===== src/rtl/serial_add_pkg.sv =====
// serial_add_pkg: shared state encoding and nibble width for the serial adder.
package serial_add_pkg;
    localparam int NIBBLE_W = 4;
    typedef enum logic [1:0] {IDLE, ADD, DONE} state_t;
endpackage


===== src/rtl/nibble_adder.sv =====
// nibble_adder: 4-bit ripple adder; exposes carry into the MSB when SERIAL_ADD_OVF_EN is defined.
module nibble_adder
    import serial_add_pkg::*;
(
    input  logic [NIBBLE_W-1:0] a,
    input  logic [NIBBLE_W-1:0] b,
    input  logic                cin,
`ifdef SERIAL_ADD_OVF_EN
    output logic                c3,
`endif
    output logic [NIBBLE_W-1:0] s,
    output logic                cout
);
    logic w_c3;
    assign {w_c3, s[2:0]} = {1'b0, a[2:0]} + {1'b0, b[2:0]} + {3'b0, cin};
    assign {cout, s[3]}   = {1'b0, a[3]} + {1'b0, b[3]} + {1'b0, w_c3};
`ifdef SERIAL_ADD_OVF_EN
    assign c3 = w_c3;
`endif
endmodule


===== src/rtl/serial_add_ctrl.sv =====
// serial_add_ctrl: nibble-serial adder reusing one 4-bit adder over NIBBLES cycles.
// Optional signed-overflow output ovf when SERIAL_ADD_OVF_EN is defined.
module serial_add_ctrl
    import serial_add_pkg::*;
#(
    parameter int NIBBLES = 4
) (
    input  logic                      clock,
    input  logic                      resetn,
    input  logic                      start,
    input  logic [NIBBLE_W*NIBBLES-1:0] a,
    input  logic [NIBBLE_W*NIBBLES-1:0] b,
    input  logic                      cin,
    output logic                      busy,
    output logic                      done,
    output logic [NIBBLE_W*NIBBLES-1:0] sum,
    output logic                      cout
`ifdef SERIAL_ADD_OVF_EN
    ,output logic                     ovf
`endif
);
    localparam int W  = NIBBLE_W * NIBBLES;
    localparam int IW = $clog2(NIBBLES);
    localparam logic [IW-1:0] LAST = IW'(NIBBLES - 1);

    state_t            r_state;
    logic [W-1:0]      r_a, r_b, r_sum;
    logic [IW-1:0]     r_idx;
    logic              r_carry, r_cout, r_busy, r_done;
    logic [NIBBLE_W-1:0] w_s;
    logic              w_co;
`ifdef SERIAL_ADD_OVF_EN
    logic              w_c3, r_ovf;
    assign ovf = r_ovf;
`endif

    nibble_adder u_add (
        .a    (r_a[r_idx*NIBBLE_W +: NIBBLE_W]),
        .b    (r_b[r_idx*NIBBLE_W +: NIBBLE_W]),
        .cin  (r_carry),
`ifdef SERIAL_ADD_OVF_EN
        .c3   (w_c3),
`endif
        .s    (w_s),
        .cout (w_co)
    );

    assign busy = r_busy;
    assign done = r_done;
    assign sum  = r_sum;
    assign cout = r_cout;

    always_ff @(posedge clock or negedge resetn) begin
        if (!resetn) begin
            r_state <= IDLE;
            r_a     <= '0;
            r_b     <= '0;
            r_sum   <= '0;
            r_idx   <= '0;
            r_carry <= 1'b0;
            r_cout  <= 1'b0;
            r_busy  <= 1'b0;
            r_done  <= 1'b0;
`ifdef SERIAL_ADD_OVF_EN
            r_ovf   <= 1'b0;
`endif
        end else begin
            case (r_state)
                ADD: begin
                    r_sum[r_idx*NIBBLE_W +: NIBBLE_W] <= w_s;
                    r_carry <= w_co;
                    if (r_idx == LAST) begin
                        r_state <= DONE;
                        r_busy  <= 1'b0;
                        r_done  <= 1'b1;
                        r_cout  <= w_co;
`ifdef SERIAL_ADD_OVF_EN
                        r_ovf   <= w_c3 ^ w_co;
`endif
                    end else begin
                        r_idx <= r_idx + 1'b1;
                    end
                end
                IDLE, DONE: begin
                    r_done <= 1'b0;
                    if (start) begin
                        r_state <= ADD;
                        r_busy  <= 1'b1;
                        r_a     <= a;
                        r_b     <= b;
                        r_carry <= cin;
                        r_idx   <= '0;
                    end else begin
                        r_state <= IDLE;
                    end
                end
                default: r_state <= IDLE;
            endcase
        end
    end
endmodule


===== config.mk =====
export PLATFORM = sky130hd
export DESIGN_NAME = serial_add_ctrl
export DESIGN_NICKNAME = d
export VERILOG_FILES = /design/src/rtl/serial_add_pkg.sv /design/src/rtl/nibble_adder.sv /design/src/rtl/serial_add_ctrl.sv
export SDC_FILE = /design/constraint.sdc
export NUM_CORES = 1
export LEC_CHECK = 0
export ABC_CLOCK_PERIOD_IN_PS = 3450
export CORE_AREA = 2 2 64 90
export CTS_BUF_LIST = sky130_fd_sc_hd__clkbuf_8
export CTS_CLUSTER_SIZE = 25
export DETAILED_ROUTE_END_ITERATION = 12
export DIE_AREA = 0 0 66 92
export GPL_TIMING_DRIVEN = 0
export HOLD_SLACK_MARGIN = 0.02
export PLACE_DENSITY = 0.88
export SLEW_MARGIN = 5
export SYNTH_ARGS = -nofsm -noshare
export SYNTH_HDL_FRONTEND = slang
export SYNTH_SLANG_ARGS = --single-unit

===== constraint.sdc =====
create_clock -name clock -period 3.45 [get_ports clock]
set_input_delay 0.5175 -clock clock [delete_from_list [all_inputs] [get_ports clock]]
set_output_delay 0.5175 -clock clock [all_outputs]
set_load 0.02 [all_outputs]

# [Yosys cells after proc, flatten, opt, wreduce, memory -nomap -nowiden]
# Cells that the tools add are included.
# W data, S select, Z words.
[totals] reg_bits=56
[op_classes] add_sub_neg=6 eq_ne=6 shifts=4 muxes=14 reduce_logical=9
[op_table] op="$neg A4 Y34" count=1
[op_table] op="$shift A4 B34 Y16 const A" count=1
[op_table] op="$shiftx A4 B34 Y16" count=1
[op_table] op="$shiftx A16 B5 Y4" count=2
[op_table] op="$bwmux W16" count=1
[op_table] op="$pmux W2 S2" count=2
[op_table] op="$reduce_and A2 Y1" count=4
[op_table] op="$mux W2" count=3
[op_table] op="$ne A2 B2 Y1 const B" count=3
[op_table] op="$pmux W1 S2" count=3
[op_table] op="$reduce_and A3 Y1" count=2
[op_table] op="$mux W1" count=5
[op_table] op="$add A3 B3 Y4" count=1
[op_table] op="$add A4 B1 Y4" count=1
[op_table] op="$eq A2 B2 Y1 const B" count=2
[op_table] op="$add A1 B1 Y2" count=1
[op_table] op="$add A2 B1 Y2" count=1
[op_table] op="$add A2 B1 Y2 const B" count=1
[op_table] op="$eq A2 B1 Y1 const B" count=1
[op_table] op="$logic_not A2 Y1" count=1
[op_table] op="$reduce_bool A2 Y1" count=1
[op_table] op="$reduce_or A2 Y1" count=1

# [Longest topological paths before layout]
# Gate-level depths: netlist (run 1).
[depth] depth_word=6 ltp_mapped=9 depth_no_buf=8

# [Hierarchy]
# Synthesis (run 1) repeated with hierarchy kept, for this count alone.
[unflattened] hier_cells=194 area_unflattened_um2=2763.9
[by_module_without_submodules] module="serial_add_ctrl" n_inst=1 cells_each=178 area_each_um2=2623.8 seq_area_each_um2=1401.3
[by_module_without_submodules] module="nibble_adder" n_inst=1 cells_each=16 area_each_um2=140.1 seq_area_each_um2=0.0

# [Worst setup path after synthesis (run 1)]
# OpenSTA, ideal clock, no wires.
[synth_path] path_type="reg-to-reg" start="register r_idx[0]" end="register r_sum[15], in the netlist sum[15]" setup_time_ps=74 t_arrival_ps=2499 t_required_ps=3376 slack_ps=876 stages_incl_launch_ff=8 synth_period_minus_slack_ps=2574 path_cell_list="dfrtp_1 > buf_6 > mux4_2 > fa_1 > a21o_1 > a21oi_1 > fa_1 > o21ai_2"
[synth_via] elab_chain_len=6 elab_cells_between_ends=10 classes_between="add/sub (5); shift (4); mux (1)"
[synth_rtl] element="from (decl)" line="serial_add_ctrl.sv:28" source="logic [IW-1:0] r_idx;"
[synth_rtl] element="from (signal assigned)" line="serial_add_ctrl.sv:81" source="r_idx <= r_idx + 1'b1;"
[synth_rtl] element="$shiftx A16 B5 Y4 (on tied branches)" line="serial_add_ctrl.sv:38, serial_add_ctrl.sv:39"
[synth_rtl] element="$add A3 B3 Y4" line="nibble_adder.sv:15" source="assign {w_c3, s[2:0]} = {1'b0, a[2:0]} + {1'b0, b[2:0]} + {3'b0, cin};"
[synth_rtl] element="$add A4 B1 Y4" line="nibble_adder.sv:15"
[synth_rtl] element="$add A2 B1 Y2" line="nibble_adder.sv:16" source="assign {cout, s[3]} = {1'b0, a[3]} + {1'b0, b[3]} + {1'b0, w_c3};"
[synth_rtl] element="$shiftx A4 B34 Y16" line="serial_add_ctrl.sv:70" source="r_sum[r_idx*NIBBLE_W +: NIBBLE_W] <= w_s;"
[synth_rtl] element="$bwmux W16 *" line="serial_add_ctrl.sv:70"
[synth_rtl] element="to (signal, indexed assignment)" line="serial_add_ctrl.sv:70"
[synth_rtl] element="to (decl)" line="serial_add_ctrl.sv:27" source="logic [W-1:0] r_a, r_b, r_sum;"
# Every way passes the cells marked *; elsewhere a longest branch is shown, timed or not.
# A chain may end at the register's enable or synchronous reset.

# [Worst setup path in the final report (run 1)]
[layout_path] start="register r_idx[1]" end="register r_sum[15], in the netlist sum[15]"
# Same word-level chain as after synthesis.

==> flow_metrics.py, run 1 <==
metrics = {
    "status": {
        "outcome": "finished clean",
    },
    "pwr": {
        "p_leak_uw": 0.00153,
        "power_uw": 3490,
        "ir_drop_v": 0.000528,
        "powerDensity_nw_per_um2": 1010,
    },
    "grt": {
        "grtUsageTotal": 0.183,
        "grt_pass1_wl_mm": 8.28,
        "grt_pass1_vias": 1755,
        "overflow": 0,
        "grt_start_max_net_pins": 32,
        "grt_antenna_before_repair": 0,
    },
    "route": {
        "drc": 0,
        "vias_per_cell": 5.24,
        "drt_first_pass_iters": 4,
        "antenna_left": 0,
        "wire_per_inst_microns": 15.7,
        "vias": 1630,
        "drt_wl_total_mm": 4.88,
        "drt_iter0_drc": 62,
    },
    "sta": {
        "finalSetupTns_ns": 0,
        "fin_hold_ws_ns": 0.185,
        "hold_viol_final": 0,
        "layout_min_cycle_time_ns": 2.87,
        "post-route-period-util": 0.833,
        "rsz0062_at_grt": "no",
        "slew_headroom": 0.614,
        "fin_ws_ns": 0.578,
        "final-setup-viol-count": 0,
        "max_freq_ghz": 0.348,
        "fin_skew_ns": 0.0138,
        "tightest_slew_ns": 0.580,
        "slew_viol_final": 0,
    },
    "die": {
        "ios": 55,
        "fp.dieArea_sq_um": 6070,
        "rows": 32,
        "start_util": 0.504,
        "core_area_sq_um": 5370,
        "die_h_microns": 92,
        "die_w_microns": 66,
    },
    "final_layout": {
        "fill_cells": 427,
        "areaGrowthSynthToFinish_pct": 27.8,
        "drive_gt1_frac": 0.272,
        "final_nets": 289,
        "diodes": 0,
        "fin_cells": 311,
    },
    "placed_design": {
        "dp_slack_ns": 0.551,
        "gp_congestion": 0.778,
        "numPortBuffers": 54,
        "dp_cells": 303,
        "dpl.hpwl_mm": 3.86,
    },
    "clock_network": {
        "cts_buffer_depth": 2,
        "post_cts_resized": 0,
        "worstSkewPairLatency_ns": 0.32,
        "numCtsBuffers": 5,
        "cts_root_buf": "clkbuf_8",
        "cts_tree": "done",
        "clkSlewWorstSetupHoldPaths_ns": 0.10,
        "h-tree-depth": 2,
        "cts_sinks": 56,
        "post-cts-setup-buffers": 0,
        "hold_buffers": 0,
    },
    "logic_synthesis": {
        "synth_nets": 227,
        "synthXorXnorAreaFrac": 0.00324,
        "netlist_instances": 180,
        "ys_types": 34,
        "synth_area_sq_um": 2700,
        "yosys.area_share.simple": 0.0694,
        "synth-seq-cells": 56,
        "synth_top_family_by_area": "multiplexers",
        "synth_mux_area_frac": 0.240,
        "yosysSeqAreaShare": 0.518,
        "synthAdderAreaFrac": 0.0592,
        "synth_warnings": 0,
        "syn_area_per_cell_sq_um": 15.0,
        "synth_compound_area_frac": 0.0708,
    },
    "worst_setup_path": {
        "path_cells": "clkbuf_1 -> mux4_2 -> fa_1 -> a21o_1 -> a21oi_1 -> fa_1 -> o21ai_2",
        "critPathCaptureType": "flop",
        "worst_ep_arrival_time_ns": 3.12,
        "worstPathRequired_ns": 3.69,
        "critical_path.max_fanout": 9,
        "cp_common_cell": "fa_1",
        "cp_slowest_cell": "fa_1",
        "worstSetupPathType": "reg -> reg",
        "crit_family": "adder cells",
        "max_stage_delay_ns": 0.53,
        "path_buf_inv": 1,
        "cp-start-kind": "flop",
    },
    "flow_run": {
        "cap_viol_max_count": 0,
    },
    "hold_path": {
        "hold_class": "in -> async",
    },
}
## layout by cell type (no fill, tap or decap), types with 5 or more instances in the layout
cell type,synthesis,layout
inv_1,6,6
ha_1,8,8
clkdlybuf4s50_1,0,53
mux2_4,29,29
o2bb2ai_1,8,8
o21ai_2,6,6
mux4_2,8,8
nand2_1,15,15
buf_6,6,6
clkbuf_8,0,5
dfrtp_1,56,56
## through the flow
step / util / area, sq um
6_report: 0.644 / 3460
5_1_grt: 0.644 / 3460
4_1_cts: 0.644 / 3460
3_5_place_dp: 0.623 / 3340
3_3_place_gp: 0.621 / 3330
2_1_floorplan: - / 2700
## cells by family after synthesis
| group | count (synthesis) |
|---|---|
| simple gates | 31 |
| buf+inv | 16 |
| flops | 56 |
| mux | 40 |
| compound gates | 25 |
| fa+ha+maj | 11 |
| xor+xnor | 1 |
## where the power goes
group / total [uW] / leakage [uW] / switching (uW) / internal (uW)
registers: 1140 / 0.000692 / 180 / 957
clock network: 429 / 0.0000541 / 214 / 215
logic: 1920 / 0.000789 / 937 / 984
## per-layer routing
| layer | up-vias | wire length (microns) | share of wire | global-route usage |
|---|---|---|---|---|
| met5 | - | 0 | 0 | 0 |
| met4 | 0 | 127 | 0.026 | 0.0833 |
| met3 | 9 | 159 | 0.033 | 0.0294 |
| met1 | 815 | 1920 | 0.39 | 0.220 |
| li1 | 765 | - | - | - |
| met2 | 41 | 2670 | 0.55 | 0.317 |
## registers in the layout, summed over array words and instances (netlist names)
register,cells
r_carry,1
r_idx,2
r_b,16
done,1
r_a,16
r_state,2
sum,16
busy,1
cout,1
## area by class of cell
cell class | count | area (sq um) | area share
sequential | 56 | 1400 | 0.406
multi-input combinational | 108 | 1200 | 0.346
timing repair buffer | 55 | 556 | 0.161
tap | 68 | 85.1 | 0.0246
buffer | 7 | 71.3 | 0.0206
clock buffer | 5 | 68.8 | 0.0199
clock inverter | 3 | 42.5 | 0.0123
inverter | 9 | 33.8 | 0.00978
## worst paths after layout
kind | slack [ns] | startpoint | endpoint | depth (start not counted)
min in group clock | 0.48 | sum[0]$_DFFE_PN0P_ | sum[0]$_DFFE_PN0P_ | 2
max | 0.58 | r_idx[1]$_DFFE_PN0P_ | sum[15]$_DFFE_PN0P_ | 7
min | 0.18 | resetn | r_b[8]$_DFFE_PN0P_ | 1
max in group asynchronous | 2.69 | resetn | r_a[11]$_DFFE_PN0P_ | 2
max reg2reg | 0.58 | r_idx[1]$_DFFE_PN0P_ | sum[15]$_DFFE_PN0P_ | 7
min reg2reg | 0.48 | sum[0]$_DFFE_PN0P_ | sum[0]$_DFFE_PN0P_ | 2
## synth_stat cells, drive strengths merged
| library cell | instances | area [sq um] |
|---|---|---|
| dfrtp | 56 | 1400 |
| mux2 | 32 | 469 |
| nand2 | 15 | 56.3 |
| inv | 9 | 33.8 |
| o21ai | 9 | 67.6 |
| ha | 8 | 100 |
| mux4 | 8 | 180 |
| o2bb2ai | 8 | 70.1 |
| buf | 6 | 67.6 |
| a21oi | 3 | 15.0 |
| fa | 3 | 60.1 |
| nand3b | 3 | 35.0 |
| nor2b | 3 | 21.3 |
| a21o | 2 | 15.0 |
| nand3 | 2 | 10.0 |
| or2 | 2 | 15.0 |
| a211oi | 1 | 7.51 |
| and4bb | 1 | 12.5 |
| clkbuf | 1 | 3.75 |
| nand2b | 1 | 6.26 |
| nor2 | 1 | 3.75 |
| nor3b | 1 | 7.51 |
| o31ai | 1 | 7.51 |
| o41ai | 1 | 8.76 |
| or3 | 1 | 11.3 |
| or3b | 1 | 8.76 |
| xor2 | 1 | 8.76 |
## worst reg2reg max path: stages (launching register included)
cell	delay, ns
dfrtp_1	0.41
clkbuf_1	0.45
mux4_2	0.42
fa_1	0.43
a21o_1	0.19
a21oi_1	0.20
fa_1	0.53
o21ai_2	0.19
Power figures use the tool's default switching activity.
==> run 2: changes to the inputs <==
--- a/config.mk
+++ b/config.mk
@@ -5,7 +5,7 @@
 export SDC_FILE = /design/constraint.sdc
 export NUM_CORES = 1
 export LEC_CHECK = 0
-export ABC_CLOCK_PERIOD_IN_PS = 3450
+export ABC_CLOCK_PERIOD_IN_PS = 2900
 export CORE_AREA = 2 2 64 90
 export CTS_BUF_LIST = sky130_fd_sc_hd__clkbuf_8
 export CTS_CLUSTER_SIZE = 25
==> constraint.sdc (replaced) <==
create_clock -name clock -period 2.9 [get_ports clock]
set_input_delay 0.435 -clock clock [delete_from_list [all_inputs] [get_ports clock]]
set_output_delay 0.435 -clock clock [all_outputs]
set_load 0.02 [all_outputs]
==> run 2 against run 1 <==
  * Sequential power is 18% higher
  * Critical path type unchanged
  * Final cell count stayed put
  * Non-clock buffer count stayed put
  * Clock skew is 0.0016 ns lower
  * Die area stayed put
  * Via count is 0.12% lower
  * Highest routed layer unchanged
  * Utilization is 0.16 points higher
  * Cell area is 0.25% higher
  * Wire length is 0.55% higher
  * First-iteration DRC count is 11% higher
==> flow_metrics.py, run 2 (synthesized netlist as in run 1, its figures left out) <==
metrics = {
    "worst_setup_path": {
        "worst_ep_arrival_time_ns": 2.95,
        "max_stage_delay_ns": 0.54,
        "path_cells": "buf_6 -> mux4_2 -> fa_1 -> a21o_1 -> a21oi_2 -> fa_2 -> o21ai_2",
        "worstPathRequired_ns": 3.15,
        "critical_path.max_fanout": 10,
        "critPathCaptureType": "flop",
        "cp_slowest_cell": "mux4_2",
        "worstSetupPathType": "reg -> reg",
        "reg2reg_slack_ns": 0.19,
        "cp-start-kind": "flop",
    },
    "sta": {
        "layout_min_cycle_time_ns": 2.71,
        "final-setup-viol-count": 0,
        "slew_headroom": 0.614,
        "fin_skew_ns": 0.0122,
        "tightest_slew_ns": 0.579,
        "max_freq_ghz": 0.370,
        "post-route-period-util": 0.933,
        "fin_hold_ws_ns": 0.103,
        "hold_viol_final": 0,
        "rsz0062_at_grt": "no",
        "slew_viol_final": 0,
    },
    "hold_path": {
        "hold_class": "in -> async",
    },
    "clock_network": {
        "numCtsBuffers": 5,
        "worstSkewPairLatency_ns": 0.32,
        "clkSlewWorstSetupHoldPaths_ns": 0.10,
        "hold_buffers": 0,
        "cts_buffer_depth": 2,
        "cts_sinks": 56,
        "h-tree-depth": 2,
        "cts_root_buf": "clkbuf_8",
        "cts_tree": "done",
    },
    "pwr": {
        "p_leak_uw": 0.00154,
        "powerDensity_nw_per_um2": 1210,
        "ir_drop_v": 0.000649,
        "power_uw": 4200,
    },
    "grt": {
        "grt_pass1_wl_mm": 8.27,
        "grtUsageTotal": 0.183,
        "grt_start_max_net_pins": 32,
        "grt_antenna_before_repair": 0,
        "grt_pass1_vias": 1760,
        "overflow": 0,
    },
    "final_layout": {
        "fin_cells": 311,
        "fin_area_sq_um": 3460,
        "layout_commonest_cell": "dfrtp_1",
        "fill_cells": 426,
        "drive_gt1_frac": 0.288,
        "layout_common_cells": "dfrtp_1 (55), clkdlybuf4s50_1 (53), mux2_4 (29)",
        "diodes": 0,
        "areaGrowthSynthToFinish_pct": 28.1,
        "final_nets": 289,
    },
    "route": {
        "wire_per_inst_microns": 15.8,
        "highest_layer": "met4",
        "drt_wl_total_mm": 4.90,
        "drt_first_pass_iters": 4,
        "drt_iter0_drc": 69,
        "met1_length_mm": 1.92,
        "met2_length_mm": 2.70,
        "antenna_left": 0,
        "vias": 1628,
        "vias_per_cell": 5.23,
        "drc": 0,
        "wl_met3_microns": 153,
    },
    "die": {
        "fp.dieArea_sq_um": 6070,
        "rows": 32,
        "ios": 55,
        "start_util": 0.504,
        "core_area_sq_um": 5370,
        "die_h_microns": 92,
        "die_w_microns": 66,
    },
    "status": {
        "outcome": "finished clean",
    },
    "placed_design": {
        "dpl.hpwl_mm": 3.86,
        "numPortBuffers": 54,
        "dp_cells": 303,
        "postPlaceCellArea_sq_um": 3340,
        "gp_congestion": 0.778,
    },
    "flow_run": {
        "cap_viol_max_count": 0,
    },
}
run 2: cell counts in the layout (fill, tap and decap cells not counted):
Identical to the previous run, type by type.
run 2: layout make-up:
class / count / area, sq um / area share
inverter: 9 / 33.8 / 0.00975
sequential: 56 / 1400 / 0.405
tap: 68 / 85.1 / 0.0246
multi-input combinational: 108 / 1200 / 0.347
timing repair buffer: 55 / 556 / 0.160
clock buffer: 5 / 68.8 / 0.0199
clock inverter: 3 / 42.5 / 0.0123
buffer: 7 / 72.6 / 0.0209
run 2: worst paths after layout:
path                                      start              endpoint  cells after the start
max in group asynchronous                resetn  r_idx[0]$_DFFE_PN0P_                      2
min reg2reg                  sum[0]$_DFFE_PN0P_    sum[0]$_DFFE_PN0P_                      2
max                        r_idx[0]$_DFFE_PN0P_   sum[15]$_DFFE_PN0P_                      7
max reg2reg                r_idx[0]$_DFFE_PN0P_   sum[15]$_DFFE_PN0P_                      7
min in group clock           sum[0]$_DFFE_PN0P_    sum[0]$_DFFE_PN0P_                      2
min                                      resetn    r_b[8]$_DFFE_PN0P_                      1
run 2: metrics by stage:
step | setup TNS (ns) | worst slack [ns] | util
global route | 0 | 0.0845 | 0.646
floorplan | 0 | 0.326 | -
CTS | 0 | 0.0504 | 0.644
global placement | -9.59 | -0.174 | 0.621
detailed placement | 0 | 0.000900 | 0.623
finish | 0 | 0.194 | 0.646
run 2: report_power, final:
group          internal, uW  leakage [uW]  total, uW  switching [uW]
clock network           256     0.0000541        510             254
registers              1140      0.000691       1350             215
logic                  1200      0.000792       2340            1140
total                  2600       0.00154       4200            1610
run 2: timing repair:
action                     4_1_cts  5_1_grt
gates resized for setup          1        3
setup buffers                    0        0
setup endpoints to repair        1        4
run 2: metal layers:
layer,track usage,vias to the layer above
met3,0.0294,9
met1,0.219,812
met4,0.0833,0
met2,0.317,41
met5,0,-
li1,-,766
run 2: critical path, delay by kind of cell, from the launching register on:
kind | cells | cell delay (ns)
AO/OA/AOI/OAI | 3 | 0.54
adder cells (fa/ha/maj) | 2 | 0.93
buffers and inverters | 1 | 0.19
flip-flops | 1 | 0.43
multiplexers | 1 | 0.54
